===== config.mk =====
export PLATFORM = sky130hd
export DESIGN_NAME = uart_prog_streamer
export DESIGN_NICKNAME = d
export VERILOG_FILES = /design/src/rtl/uart_prog_streamer_pkg.sv /design/src/rtl/uart_tx_byte.sv /design/src/rtl/uart_prog_streamer.sv
export SDC_FILE = /design/constraint.sdc
export NUM_CORES = 1
export LEC_CHECK = 0
export ABC_AREA = 1
export CAP_MARGIN = 20
export CORE_AREA = 8 8 141 143
export CTS_CLUSTER_DIAMETER = 80
export DETAILED_ROUTE_END_ITERATION = 8
export DIE_AREA = 0 0 149 151
export GPL_TIMING_DRIVEN = 0
export MAX_ROUTING_LAYER = met4
export SLEW_MARGIN = 20
export SYNTH_ARGS = -nofsm -noshare
export SYNTH_HDL_FRONTEND = slang
export SYNTH_HIERARCHICAL = 1
export SYNTH_SLANG_ARGS = --single-unit
export TNS_END_PERCENT = 10

===== constraint.sdc =====
create_clock -name clk_i -period 3 [get_ports clk_i]
set_clock_uncertainty 0.15 [all_clocks]
set_input_delay 0.75 -clock clk_i [delete_from_list [all_inputs] [get_ports clk_i]]
set_output_delay 0.75 -clock clk_i [all_outputs]
set_load 0.02 [all_outputs]

===== src/rtl/uart_prog_streamer_pkg.sv =====
// Shared types for the UART program streamer: controller FSM states,
// serialiser phases and the default bit period.
package uart_prog_streamer_pkg;

  localparam int DEFAULT_CLKS_PER_BIT = 87;

  typedef enum logic [2:0] {
    ST_IDLE,
    ST_WAIT_RDY,
    ST_FETCH,
    ST_LATCH,
    ST_CHECK,
    ST_SEND,
    ST_TERM,
    ST_DONE
  } state_e;

  typedef enum logic [1:0] {
    TX_IDLE,
    TX_START,
    TX_DATA,
    TX_STOP
  } tx_phase_e;

endpackage


===== src/rtl/uart_tx_byte.sv =====
// 8N1 byte serialiser: a byte accepted while idle starts its start bit on the next cycle.
// byte_rdy_o is high only when idle, so one idle-high cycle always separates back-to-back frames.
module uart_tx_byte
  import uart_prog_streamer_pkg::*;
#(
  parameter int CLKS_PER_BIT = DEFAULT_CLKS_PER_BIT
) (
  input  logic       clk_i,
  input  logic       rst_ni,
  input  logic       byte_vld_i,
  input  logic [7:0] byte_dat_i,
  output logic       byte_rdy_o,
  output logic       tx_o
);

  localparam int CNT_W = $clog2(CLKS_PER_BIT);

  tx_phase_e        phase_q, phase_d;
  logic [CNT_W-1:0] cnt_q, cnt_d;
  logic [2:0]       bit_q, bit_d;
  logic [7:0]       shreg_q, shreg_d;
  logic             tx_q, tx_d;
  logic             bit_end;

  assign bit_end    = (cnt_q == CNT_W'(CLKS_PER_BIT - 1));
  assign byte_rdy_o = (phase_q == TX_IDLE);
  assign tx_o       = tx_q;

  always_comb begin
    phase_d = phase_q;
    cnt_d   = cnt_q;
    bit_d   = bit_q;
    shreg_d = shreg_q;
    tx_d    = tx_q;
    if (phase_q != TX_IDLE) cnt_d = bit_end ? '0 : cnt_q + 1'b1;
    unique case (phase_q)
      TX_IDLE: begin
        if (byte_vld_i) begin
          phase_d = TX_START;
          shreg_d = byte_dat_i;
          cnt_d   = '0;
          tx_d    = 1'b0;
        end
      end
      TX_START: begin
        if (bit_end) begin
          phase_d = TX_DATA;
          bit_d   = '0;
          tx_d    = shreg_q[0];
          shreg_d = shreg_q >> 1;
        end
      end
      TX_DATA: begin
        if (bit_end) begin
          if (bit_q == 3'd7) begin
            phase_d = TX_STOP;
            tx_d    = 1'b1;
          end else begin
            bit_d   = bit_q + 3'd1;
            tx_d    = shreg_q[0];
            shreg_d = shreg_q >> 1;
          end
        end
      end
      TX_STOP: begin
        if (bit_end) phase_d = TX_IDLE;
      end
    endcase
  end

  // tx_q resets high asynchronously so a reset mid-frame idles the line at once.
  always_ff @(posedge clk_i or negedge rst_ni) begin
    if (!rst_ni) begin
      phase_q <= TX_IDLE;
      cnt_q   <= '0;
      bit_q   <= '0;
      shreg_q <= '0;
      tx_q    <= 1'b1;
    end else begin
      phase_q <= phase_d;
      cnt_q   <= cnt_d;
      bit_q   <= bit_d;
      shreg_q <= shreg_d;
      tx_q    <= tx_d;
    end
  end

endmodule


===== src/rtl/uart_prog_streamer.sv =====
// Streams program words from memory out of a UART until a terminator word or the word limit.
// Memory read latency 1 cycle; holds in WAIT_RDY while the synchronised target ready is low.
module uart_prog_streamer
  import uart_prog_streamer_pkg::*;
#(
  parameter int                    CLKS_PER_BIT = DEFAULT_CLKS_PER_BIT,
  parameter int                    WORD_BYTES   = 4,
  parameter int                    ADDR_W       = 14,
  parameter int                    MAX_WORDS    = 255,
  parameter logic [8*WORD_BYTES-1:0] TERM_WORD  = 'h00000FFF,
  parameter bit                    MSB_FIRST    = 1'b1
) (
  input  logic                    clk_i,
  input  logic                    rst_ni,
  input  logic                    start_i,
  input  logic                    target_ready_i,
  output logic                    mem_req_o,
  output logic [ADDR_W-1:0]       mem_addr_o,
  input  logic [8*WORD_BYTES-1:0] mem_rdata_i,
  output logic                    tx_o,
  output logic                    busy_o,
  output logic                    done_o,
  output logic [ADDR_W-1:0]       word_count_o
);

  localparam int                WORD_W  = 8 * WORD_BYTES;
  localparam int                BIDX_W  = $clog2(WORD_BYTES + 1);
  localparam logic [ADDR_W-1:0] MAX_CNT = ADDR_W'(MAX_WORDS);

  state_e              state_q, state_d;
  logic [ADDR_W-1:0]   addr_q, addr_d;
  logic [ADDR_W-1:0]   cnt_q, cnt_d;
  logic [WORD_W-1:0]   word_q, word_d;
  logic [BIDX_W-1:0]   bidx_q, bidx_d;
  logic [1:0]          sync_q;
  logic                rdy_sync;
  logic                in_tx, word_sent;
  logic                tx_vld, tx_rdy;
  logic [BIDX_W-1:0]   sel;
  logic [7:0]          tx_dat;

  assign rdy_sync  = sync_q[1];
  assign in_tx     = (state_q == ST_SEND) || (state_q == ST_TERM);
  assign word_sent = (bidx_q == BIDX_W'(WORD_BYTES));
  assign tx_vld    = in_tx && !word_sent;
  assign sel       = MSB_FIRST ? BIDX_W'(WORD_BYTES - 1) - bidx_q : bidx_q;
  assign tx_dat    = 8'(word_q >> (8 * sel));

  assign mem_req_o    = (state_q == ST_FETCH);
  assign mem_addr_o   = addr_q;
  assign busy_o       = (state_q != ST_IDLE) && (state_q != ST_DONE);
  assign done_o       = (state_q == ST_DONE);
  assign word_count_o = cnt_q;

  always_comb begin
    state_d = state_q;
    addr_d  = addr_q;
    cnt_d   = cnt_q;
    word_d  = word_q;
    bidx_d  = bidx_q;
    if (tx_vld && tx_rdy) bidx_d = bidx_q + 1'b1;
    unique case (state_q)
      ST_IDLE, ST_DONE: begin
        if (start_i) begin
          state_d = ST_WAIT_RDY;
          addr_d  = '0;
          cnt_d   = '0;
        end
      end
      ST_WAIT_RDY: if (rdy_sync) state_d = ST_FETCH;
      ST_FETCH:    state_d = ST_LATCH;
      ST_LATCH: begin
        word_d  = mem_rdata_i;
        state_d = ST_CHECK;
      end
      ST_CHECK: begin
        bidx_d = '0;
        if ((word_q == TERM_WORD) || (cnt_q == MAX_CNT)) begin
          word_d  = TERM_WORD;
          state_d = ST_TERM;
        end else begin
          state_d = ST_SEND;
        end
      end
      // A word is finished only once its last stop bit has left the line.
      ST_SEND: begin
        if (word_sent && tx_rdy) begin
          addr_d  = addr_q + 1'b1;
          cnt_d   = (cnt_q == MAX_CNT) ? cnt_q : cnt_q + 1'b1;
          state_d = rdy_sync ? ST_FETCH : ST_WAIT_RDY;
        end
      end
      ST_TERM: if (word_sent && tx_rdy) state_d = ST_DONE;
    endcase
  end

  always_ff @(posedge clk_i or negedge rst_ni) begin
    if (!rst_ni) begin
      state_q <= ST_IDLE;
      addr_q  <= '0;
      cnt_q   <= '0;
      word_q  <= '0;
      bidx_q  <= '0;
      sync_q  <= '0;
    end else begin
      state_q <= state_d;
      addr_q  <= addr_d;
      cnt_q   <= cnt_d;
      word_q  <= word_d;
      bidx_q  <= bidx_d;
      sync_q  <= {sync_q[0], target_ready_i};
    end
  end

  uart_tx_byte #(
    .CLKS_PER_BIT(CLKS_PER_BIT)
  ) u_tx (
    .clk_i     (clk_i),
    .rst_ni    (rst_ni),
    .byte_vld_i(tx_vld),
    .byte_dat_i(tx_dat),
    .byte_rdy_o(tx_rdy),
    .tx_o      (tx_o)
  );

endmodule


==> flow_summary.yaml <==
outcome:
  status: "finished clean"
layout:
  final_area_mm2: 0.00641
  diodes: 0
  layout-drive-gt1-share_pct: 8.62
  layout.nets: 820
  layout_common_cells: "nand2_1, dfrtp_1, clkdlybuf4s50_1, inv_1, nor2_1"
  area_growth_pct: 24.5
  layout_commonest_cell: "nand2_1"
place:
  routabilityCongestion: 0.860
  pre_cts_slack_ns: 0.485
  post_dp_cell_area_mm2: 0.00614
  hpwl_mm: 9.52
  port_buffers: 67
timing:
  max_freq_mhz: 361
  finalHoldViolCount: 0
  tightest_slew_ns: 0.541
  worst_slack_ns: 0.230
  slew_viol_final: 0
  rsz0062_at_grt: "false"
  relSlewSlack_pct: 63.6
  period_share_pct: 92.3
  setup_viol: 0
  fin_crit_ns: 2.77
floorplanning:
  die_h_um: 151
  core-area_mm2: 0.0177
  fp.dieW_um: 149
  die_area_mm2: 0.0225
  fp-row-count: 49
  io_pins: 68
  initial_core_util_pct: 29.2
global_route:
  grt_pass1_wl_mm: 21.1
  grt_pass1_vias: 4350
  overflow: 0
  antenna_found_initial: 0
  grt_max_degree: 57
  grt_use_total_pct: 11.7
clock_tree:
  clkTransAtPathRegs_ns: 0.06
  hold_buffers: 0
  cts_resized: 0
  cts_sinks: 89
  insertion_delay_ns: 0.34
  post_cts_buffers: 0
  cts.htree.levels: 3
  root_buffer: "clkbuf_16"
  cts_buffers: 9
  clockBufferDepth: 2
  cts_tree: "built"
pwr:
  seqPwrFrac_pct: 51.1
  leakagePower_uw: 0.00299
  switching_share_pct: 21.0
  powerDensity_mw_per_mm2: 366
  combPwrFrac_pct: 3.5
  p_int_uw: 1860
  clock_power_share_pct: 45.4
  p_switching_uw: 493
  ir_drop_mv: 0.189
detailed_routing:
  viasPerCell: 4.53
  antenna_left: 0
  vias: 4558
  drc: 0
  drt_iter0_markers: 241
  topRoutingLayerUsed: "met4"
  wirelength_mm: 12.4
  wl_per_cell_um: 12.3
  dr.pass1.iters: 4
  drt-met1-wl_mm: 6.13
  wl_met2_mm: 5.84
  wl_met3_um: 268
flow_run:
  maxCapViolations: 0
synthesis:
  synthArstFlopShare_pct: 100
  synth.distinct_cells: 39
  ys_seq_elements: 89
  postSynthCellCount: 693
  yosys_warnings: 6
  synth_nets: 741
  postSynthAreaPerCell_um2: 7.43
  synthesis.area_mm2: 0.00515
  synth-edff-count: 0
  yosysSeqAreaShare_pct: 43.3
  yosys_most_used_dff: "dfrtp_1"
setup_path:
  slowest_stage: "clkdlybuf4s50_1"
  required_ns: 2.10
  crit_arrival_ns: 1.87
  critical_path_peak_fanout: 6
  max_stage_delay_ns: 0.68
  path_common_cell: "nand2_1"
  cp-start-kind: "flip-flop"
  critPathCaptureType: "output pin"
  reg2reg_slack_ns: 0.50
  critical_path_class: "flip-flop to output pin"
  crit_chain: "nand2_1 -> nand2_1 -> o21ai_2 -> clkdlybuf4s50_1"
min_path:
  min_path_type: "primary input to async pin"
metal layers:
| layer | track usage, % | up-vias |
|---|---|---|
| met5 | - | - |
| met4 | 3.48 | 0 |
| met3 | 1.94 | 13 |
| met2 | 18.9 | 60 |
| met1 | 14.9 | 2097 |
| li1 | - | 2388 |
layout make-up:
type	instances	area (um2)
sequential	89	2230
fill	1904	11200
buffer	22	111
timing repair buffer	68	699
clock inverter	2	12.5
clock buffer	14	264
inverter	68	255
tap	229	287
multi-input combinational	514	2560
synthesized netlist by cell type (2+ instances only):
cell type  count  area (um2)
xor2_1        11        96.3
nand3_1       54         270
buf_4          4        30.0
nand2_2        2        12.5
buf_2          5        25.0
ha_1          12         150
o21ai_1       10        50.1
nand4_1       15        93.8
nor2_2         4        25.0
nand2_4        2        22.5
or2_2         13        81.3
o22ai_1        2        12.5
xnor2_1        2        17.5
dfrtp_1       88        2200
nand2_1      217         815
mux2i_1        7        70.1
nor2_1        62         233
a21oi_1       26         130
inv_2          5        18.8
o21ai_0       35         175
inv_1         63         236
nor2_4         2        22.5
o31ai_1        3        22.5
clkbuf_1      12        45.0
nor3_1        13        65.1
o21ai_2       11        96.3
stage by stage:
step,setup TNS (ns),total power (uW),hold WS [ns],instances,utilization [%]
after detailed placement,0,1310,0.189,990,34.8
final,0,2350,0.142,1006,36.3
after global placement,-216.49,1300,0.185,989,34.6
after CTS,0,2380,0.155,1006,36.3
after global routing,0,2440,0.157,1006,36.3
after floorplan,0,1230,0.181,693,-
cells by family after synthesis:
| kind of cell | synth area share (%) |
|---|---|
| fa+ha+maj | 2.91 |
| simple gates | 32.8 |
| flops | 43.3 |
| xor+xnor | 2.21 |
| mux | 1.36 |
| buf+inv | 7.12 |
| compound gates | 10.3 |
path summary, 6_finish.rpt:
kind	endpoint	from	cells past startpoint
max	busy_o	state_q[0]	4
min	word_q[14]	rst_ni	1
max reg2reg	word_count_o[0]	bidx_q[0]	13
min reg2reg	sync_q[1]	sync_q[0]	0
max in group asynchronous	u_tx/tx_o	rst_ni	2
min in group clk_i	sync_q[1]	sync_q[0]	0
sequential cells by signal (all words and copies together), names as in the netlist:
signal,flops
word_q,32
word_count_o,14
state_q,3
bidx_q,3
u_tx/shreg_q,8
u_tx/cnt_q,7
u_tx/tx_o,1
u_tx/bit_q,3
mem_addr_o,14
u_tx/phase_q,2
sync_q,2
critical path: cells and delay by family, from the launching register on:
kind,cells,cell delay [ns]
simple gates,2,0.29
flops,1,0.43
compound gates,1,0.13
buf+inv,1,0.68
power groups by stage:
stage / combinational (uW) / sequential, uW / clock (uW)
after floorplan: 8.84 / 1220 / 0
after global placement: 80.1 / 1220 / 0
after global routing: 91.4 / 1200 / 1150
final: 81.9 / 1200 / 1070
after detailed placement: 85.2 / 1220 / 0
after CTS: 85.4 / 1200 / 1100
No activity file was read; power rests on OpenSTA's default activity.
